===== config.mk =====
export PLATFORM = sky130hd
export DESIGN_NAME = reset_sequencer
export DESIGN_NICKNAME = d
export VERILOG_FILES = /design/src/rtl/reset_sequencer.sv
export SDC_FILE = /design/constraint.sdc
export NUM_CORES = 1
export LEC_CHECK = 0
export CORE_ASPECT_RATIO = 0.5
export CORE_MARGIN = 10
export CORE_UTILIZATION = 51
export DETAILED_ROUTE_END_ITERATION = 16
export PLACE_DENSITY = 0.76
export SLEW_MARGIN = 20
export SYNTH_ARGS = -nofsm -noshare
export SYNTH_HDL_FRONTEND = slang
export SYNTH_SLANG_ARGS = --single-unit

===== constraint.sdc =====
create_clock -name clk_i -period 1.7 [get_ports clk_i]
set_input_delay 0.34 -clock clk_i [delete_from_list [all_inputs] [get_ports clk_i]]
set_output_delay 0.34 -clock clk_i [all_outputs]
set_load 0.01 [all_outputs]

===== src/rtl/reset_sequencer.sv =====
// Staged reset release (core -> periph -> i2c) driven by PLL lock, with lock-loss and soft-request replay.
// Optional lock-timeout forcing is compiled in with `define RST_SEQ_LOCK_TIMEOUT_EN.
module reset_sequencer #(
  parameter int unsigned STAGE_DLY    = 16,
  parameter int unsigned SOFT_PULSE   = 8,
  parameter int unsigned LOCK_TIMEOUT = 1024,
  parameter int unsigned CNT_W        = 11
) (
  input  logic       clk_i,
  input  logic       rst_ni,
  input  logic       pll_locked_i,
  input  logic       soft_rst_req_i,
  output logic       rst_core_no,
  output logic       rst_periph_no,
  output logic       rst_i2c_no,
  output logic       seq_done_o,
  output logic [1:0] rst_cause_o,
  output logic       lock_timeout_o
);

  typedef enum logic [2:0] {
    HOLD, WAIT_LOCK, DLY_CORE, DLY_PERIPH, DLY_I2C, RUN, SOFT
  } state_e;

  localparam logic [1:0] CAUSE_LOSS    = 2'b01;
  localparam logic [1:0] CAUSE_SOFT    = 2'b10;
  localparam logic [1:0] CAUSE_TIMEOUT = 2'b11;

  // The cycle spent in WAIT_LOCK after lock_s rises counts toward the core gap.
  localparam logic [CNT_W-1:0] CORE_TC  = CNT_W'((STAGE_DLY > 1) ? STAGE_DLY - 2 : 0);
  localparam logic [CNT_W-1:0] STAGE_TC = CNT_W'(STAGE_DLY - 1);
  localparam logic [CNT_W-1:0] SOFT_TC  = CNT_W'(SOFT_PULSE - 1);
  localparam logic [CNT_W-1:0] LOCK_TC  = CNT_W'(LOCK_TIMEOUT - 1);
  localparam state_e           FIRST_DLY = (STAGE_DLY > 1) ? DLY_CORE : DLY_PERIPH;

  state_e           state_q, state_d;
  logic [CNT_W-1:0] cnt_q, cnt_d, tc_sel;
  logic             cnt_en;
  logic             sync_p0, lock_s;
  logic             lock_lost;
  logic             ev_loss, ev_soft, ev_timeout;
  logic             core_d, periph_d, i2c_d;
  logic [1:0]       cause_d;
  logic             timeout_flag;

  always_ff @(posedge clk_i or negedge rst_ni) begin
    if (!rst_ni) begin
      sync_p0 <= 1'b0;
      lock_s  <= 1'b0;
    end else begin
      sync_p0 <= pll_locked_i;
      lock_s  <= sync_p0;
    end
  end

`ifdef RST_SEQ_LOCK_TIMEOUT_EN
  logic timeout_q;
  always_ff @(posedge clk_i or negedge rst_ni) begin
    if (!rst_ni) timeout_q <= 1'b0;
    else         timeout_q <= timeout_q | ev_timeout;
  end
  assign timeout_flag   = timeout_q;
  assign lock_timeout_o = timeout_q;
`else
  assign timeout_flag   = 1'b0;
  assign lock_timeout_o = 1'b0;
`endif

  // Once the sequence has been forced without lock, lock_s is no longer trusted.
  assign lock_lost = !lock_s && !timeout_flag;

  // State register plus registered outputs
  always_ff @(posedge clk_i or negedge rst_ni) begin
    if (!rst_ni) begin
      state_q       <= HOLD;
      cnt_q         <= '0;
      rst_core_no   <= 1'b0;
      rst_periph_no <= 1'b0;
      rst_i2c_no    <= 1'b0;
      rst_cause_o   <= 2'b00;
    end else begin
      state_q       <= state_d;
      cnt_q         <= cnt_d;
      rst_core_no   <= core_d;
      rst_periph_no <= periph_d;
      rst_i2c_no    <= i2c_d;
      rst_cause_o   <= cause_d;
    end
  end

  // Next-state and counter
  always_comb begin
    state_d    = state_q;
    ev_loss    = 1'b0;
    ev_soft    = 1'b0;
    ev_timeout = 1'b0;
    tc_sel     = STAGE_TC;
    cnt_en     = 1'b1;
    case (state_q)
      HOLD: begin
        cnt_en  = 1'b0;
        state_d = WAIT_LOCK;
      end
      WAIT_LOCK: begin
        tc_sel = LOCK_TC;
`ifdef RST_SEQ_LOCK_TIMEOUT_EN
        if (lock_s) begin
          state_d = FIRST_DLY;
        end else if (cnt_q == LOCK_TC) begin
          state_d    = FIRST_DLY;
          ev_timeout = 1'b1;
        end
`else
        cnt_en = 1'b0;
        if (lock_s) state_d = FIRST_DLY;
`endif
      end
      DLY_CORE: begin
        tc_sel = CORE_TC;
        if (lock_lost)               ev_loss = 1'b1;
        else if (cnt_q == CORE_TC)   state_d = DLY_PERIPH;
      end
      DLY_PERIPH: begin
        if (lock_lost)               ev_loss = 1'b1;
        else if (cnt_q == STAGE_TC)  state_d = DLY_I2C;
      end
      DLY_I2C: begin
        if (lock_lost)               ev_loss = 1'b1;
        else if (cnt_q == STAGE_TC)  state_d = RUN;
      end
      RUN: begin
        cnt_en = 1'b0;
        if (lock_lost) begin
          ev_loss = 1'b1;
        end else if (soft_rst_req_i) begin
          ev_soft = 1'b1;
          state_d = SOFT;
        end
      end
      SOFT: begin
        tc_sel = SOFT_TC;
        if (lock_lost)               ev_loss = 1'b1;
        else if (cnt_q == SOFT_TC)   state_d = WAIT_LOCK;
      end
      default: state_d = HOLD;
    endcase
    if (ev_loss) state_d = WAIT_LOCK;

    cnt_d = cnt_q;
    if (state_d != state_q)             cnt_d = '0;
    else if (cnt_en && cnt_q != tc_sel) cnt_d = cnt_q + 1'b1;
  end

  // Output decode from the next state, so releases land on the transition edge
  always_comb begin
    core_d   = (state_d == DLY_PERIPH) || (state_d == DLY_I2C) || (state_d == RUN);
    periph_d = (state_d == DLY_I2C) || (state_d == RUN);
    i2c_d    = (state_d == RUN);
    cause_d  = rst_cause_o;
    if (ev_loss)         cause_d = CAUSE_LOSS;
    else if (ev_soft)    cause_d = CAUSE_SOFT;
    else if (ev_timeout) cause_d = CAUSE_TIMEOUT;
  end

  assign seq_done_o = (state_q == RUN);

endmodule


# Yosys cells after proc, flatten, opt, wreduce, memory -nomap -nowiden
# Index checks and enable logic that the tools add are counted.
# totals
regBits	21
in_bits	4
elab_cells	56
# op_classes
add_sub_neg	1
eq_ne	14
n_mux	24
reduce_logical	9
# op_table
op	count
two-way mux 3 bit	12
one-hot mux 10 bit (3 select lines)	1
equality test 11 x 4 -> 1 bit (second input constant)	2
two-way mux 11 bit	2
one-hot mux 3 bit (7 select lines)	1
equality test 3 bit (second input constant)	5
adder 11 x 1 -> 11 bit (second input constant)	1
equality test 11 x 3 -> 1 bit (second input constant)	1
!= test 11 x 10 -> 1 bit	1
equality test 3 x 2 -> 1 bit (second input constant)	3
two-way mux 1 bit	6
OR reduction 5 bit	1
two-way mux 2 bit	2
nonzero test 2 bit	2
equality test 3 x 1 -> 1 bit (second input constant)	1
zero test 3 bit	1
logical OR 1 bit	3
!= test 3 bit	1
OR reduction 3 bit	1
logical AND 1 bit	1

# Longest topological paths before layout
# depth
depth_word	8
mapped_depth	8
ltp_nobuf	6

# Least setup slack after synthesis
# No wires, ideal clock.
# synth_timing
path_type	register to register
from	reg cnt_q[7]
to	reg cnt_q[0]
t_arrival_ns	1.655
setup_slack_ns	-0.078
stages_incl_launch_ff	8
path_buffers	2
period_less_slack_ns	1.778
cell_sequence	dfrtp_1 > nor4_4 > nand4_1 > a221oi_2 > buf_6 > buf_12 > xnor2_1 > nor2_2
# synth_between
elab_chain_len	7
word_cells_on_any_way	18
classes_between	eq/ne (5); mux (11); reduce/logical (2)
# synth_rtl
element	line_no	source
start: declaration	37	logic [CNT_W-1:0] cnt_q, cnt_d, tc_sel;
start signal: assignment	83	cnt_q <= cnt_d;
equality test 11 x 3 -> 1 bit, or another cell as far along	143	else if (cnt_q == SOFT_TC) state_d = WAIT_LOCK;
two-way mux 3 bit, on equally long branches (2 in a row)	-	
one-hot mux 3 bit (7 select lines)	99	case (state_q)
two-way mux 3 bit	147	if (ev_loss) state_d = WAIT_LOCK;
!= test 3 bit	150	if (state_d != state_q) cnt_d = '0;
two-way mux 11 bit or nonzero test 2 bit (tied branches)	-	
# Several ways; a longest one is shown, not always the timed one.
# A chain may end at the register's enable or synchronous reset.

# Final worst setup path
# layout_timing
from	reg state_q[1]
to	reg cnt_q[4]
# layout_between
elab_chain_len	6
word_cells_on_any_way	30
classes_between	eq/ne (8); mux (17); reduce/logical (5)
# layout_rtl
element	line_no	source
start: declaration	36	state_e state_q, state_d;
start signal: assignment	82	state_q <= state_d;
two-way mux 3 bit, or another cell as far along	143	
two-way mux 3 bit, or another cell as far along	142	if (lock_lost) ev_loss = 1'b1;
one-hot mux 3 bit (7 select lines) or two-way mux 1 bit (tied branches)	-	
two-way mux 3 bit	147	
!= test 3 bit	150	
two-way mux 11 bit or nonzero test 2 bit (tied branches)	-	
# Several ways; a longest one is shown, not always the timed one.

==> run_results.csv <==
group,metric,value,unit
place,hpwl,2.23,mm
drt,num_vias,1524,
yosys,yosysTopAreaCellShare,0.390,
yosys,yosys_warnings,0,
setup_path,crit_type,"reg2reg",
die,initial_utilization,0.528,
drt,vias_per_cell,6.57,
sta,fin_crit_sh,1.14,
setup_path,rrSetupSlack,-0.24,ns
place,io_buffers,9,
power_and_ir_drop,peakVddDrop,0.000751,V
yosys,yosys-top-cells-area,"dfrtp_1 (39%), nand3_1 (3.7%), or3_1 (3.7%)",
yosys,syn_nets,151,
place,placed_cell_area,1660,um^2
setup_path,r2r_start,"state_q[1]",
global_routing,grt_first_pass_wirelength,6.81,mm
cts,ctsLongestPathBuffers,2,
sta,drv_slew,0,
yosys,yosysSeqAreaShare,0.390,
cts,clkTransAtPathRegs,0.09,ns
setup_path,cp_max_fo,11,
run_status,failed_checks,"negative setup slack",
cts,cts-root-buf,"clkbuf_8",
yosys,synth_seq_cells,21,
yosys,postSynthAreaPerCell,9.30,um^2
sta,setup_viol,15,
flow_run,max_cap_violations,0,
sta,period_needed,1.94,ns
global_routing,grt_max_degree,22,
die,io_pins,11,
min_path,hold_start,"sync_p0",
cts,cts_buffers,3,
cts,cts_tree,"done",
setup_path,reg2reg_depth,7,
cts,hold_buffers,0,
sta,skew,0.00883,ns
layout,syn2layout_area_growth,52.6,%
min_path,hold_end,"lock_s",
sta,hold_violations,0,
min_path,worstHoldPathCells,0,
sta,rsz0062_at_grt,"yes",
yosys,yosysMostFrequentCell,"dfrtp_1",
setup_path,critPathArrivalTime,2.10,ns
sta,fmax,515,MHz
yosys,synthTopCellsByCount,"dfrtp_1 (21), nand2_1 (10), nand3_1 (10)",
layout,fillCellCount,111,
layout,drive_gt1_frac,0.482,
die,fp-row-count,13,
yosys,synthCells,145,
yosys,synth_flop_cell,"dfrtp_1",
setup_path,critPathLaunchType,"register",
global_routing,grt-ovfl-total,0,
run_status,outcome,"finished with violations",
drt,wl_per_cell,22.6,um
setup_path,cp-end-kind,"register",
yosys,yosysTopAreaCell,"dfrtp_1",
cts,clk_latency,0.28,ns
die,dieArea,5230,um^2
yosys,ys_types,46,
drt,ant_nets,0,
die,die_h,56.4,um
setup_path,r2r-end,"cnt_q[4]",
cts,clock_sinks,21,
power_and_ir_drop,total_power,2.62,mW
place,place_congestion,0.813,
layout,finish.instance_area,2060,um^2
drt,drc,0,
cts,htreeDepth,1,
drt,first_pass_iters,5,
setup_path,crit_required,1.86,ns
power_and_ir_drop,p_leak,0.879,nW
drt,drt_iter0_drc,161,
yosys,synth_area,1350,um^2
yosys,synth_edf_count,0,
global_routing,track_usage,0.157,
min_path,min_path_type,"reg2reg",
global_routing,antenna_found_initial,0,
drt,wl,5.25,mm
die,core_area,2550,um^2
layout,nets,202,
sta,finalWorstSetupSlack,-0.243,ns
power_and_ir_drop,power_density,1270,nW/um^2
layout,n_antenna_cell,0,
global_routing,grt_pass1_vias,1435,
yosys,synthArstFlopShare,1.00,
die,die_w,92.7,um
worst max-delay path: stages (launching register included):
cell	delay, ns
dfrtp_2	0.43
buf_6	0.14
buf_4	0.14
o311ai_0	0.44
buf_4	0.22
o2bb2ai_1	0.12
or3_4	0.27
a21oi_1	0.06
what timing repair did:
action | in CTS | in global routing
endpoints found under the setup margin | 15 | 18
pin swaps | 11 | 9
resized for setup | 25 | 30
buffers inserted | 11 | 3
cloned | 1 | 0
worst max-delay path by stage:
stage / cells after the start / slack [ns] / end / start
after floorplan: 7 / -0.06 / cnt_q[0] / cnt_q[9]
after global placement: 7 / -0.24 / cnt_q[4] / soft_rst_req_i
after detailed placement: 7 / -0.26 / cnt_q[3] / soft_rst_req_i
after CTS: 7 / -0.16 / cnt_q[9] / state_q[0]
after global routing: 7 / -0.28 / cnt_q[5] / state_q[1]
final: 7 / -0.24 / cnt_q[4] / state_q[1]
power by group:
part,internal [mW],total (mW),switching (mW),leakage (nW)
sequential,0.563,0.620,0.0564,0.271
combinational,0.788,1.64,0.853,0.586
clock,0.168,0.360,0.192,0.0228
cell type report:
class                      count  area [um^2]  area share
multi-input combinational    110          958       0.466
inverter                       5         18.8     0.00912
clock buffer                   4         45.0      0.0219
timing repair buffer          55          460       0.224
sequential                    21          529       0.257
tap                           37         46.3      0.0225
state kept, by name (all words and copies together), names as in the netlist:
register	count
rst_core_no	1
state_q	3
lock_s	1
rst_cause_o	2
sync_p0	1
rst_i2c_no	1
cnt_q	11
rst_periph_no	1
metal layers:
metal / share of wire / global-route usage / wire (um) / vias up
met5: 0 / 0 / 0 / -
met4: 0.058 / 0.0786 / 306 / 0
met3: 0.11 / 0.0384 / 581 / 41
met2: 0.44 / 0.272 / 2330 / 141
met1: 0.39 / 0.176 / 2030 / 704
li1: - / - / - / 638
logic make-up (layout without fill, tap and decap cells):
kind of cell | Yosys count | in the layout | share of synthesized area
buffers and inverters | 15 | 64 | 0.0724
AO/OA/AOI/OAI | 39 | 40 | 0.208
multiplexers | 2 | 2 | 0.0148
AND/OR/NAND/NOR | 62 | 62 | 0.275
other | 1 | 1 | 0.00278
XOR/XNOR | 3 | 3 | 0.0195
adder cells (fa/ha/maj) | 2 | 2 | 0.0185
flip-flops | 21 | 21 | 0.390
cell usage in the layout, fill, tap and decap left out, drive strengths merged, types with 2 or more instances in the layout:
| master | n |
|---|---|
| buf | 47 |
| dfrtp | 21 |
| a21oi | 14 |
| nand2 | 10 |
| nand3 | 10 |
| clkdlybuf4s50 | 8 |
| or3 | 8 |
| o21ai | 8 |
| nor2 | 7 |
| inv | 5 |
| o31ai | 5 |
| nand4 | 4 |
| or4 | 4 |
| clkbuf | 4 |
| nand3b | 3 |
| nor2b | 3 |
| nand2b | 3 |
| xnor2 | 3 |
| mux2i | 2 |
| a31oi | 2 |
| a221oi | 2 |
| and3 | 2 |
| nor3 | 2 |
| ha | 2 |
through the flow:
| stage | hold WS [ns] | util | std cells | setup WS [ns] | TNS, ns |
|---|---|---|---|---|---|
| after global routing | 0.387 | 0.806 | 232 | -0.281 | -3.52 |
| after CTS | 0.358 | 0.741 | 230 | -0.159 | -1.66 |
| final | 0.388 | 0.806 | 232 | -0.243 | -3.06 |
| after detailed placement | 0.340 | 0.652 | 215 | -0.256 | -3.00 |
| after floorplan | 0.0444 | - | 145 | -0.0611 | -0.307 |
| after global placement | 0.334 | 0.652 | 215 | -0.244 | -3.06 |
No activity file was read; power rests on OpenSTA's default activity.
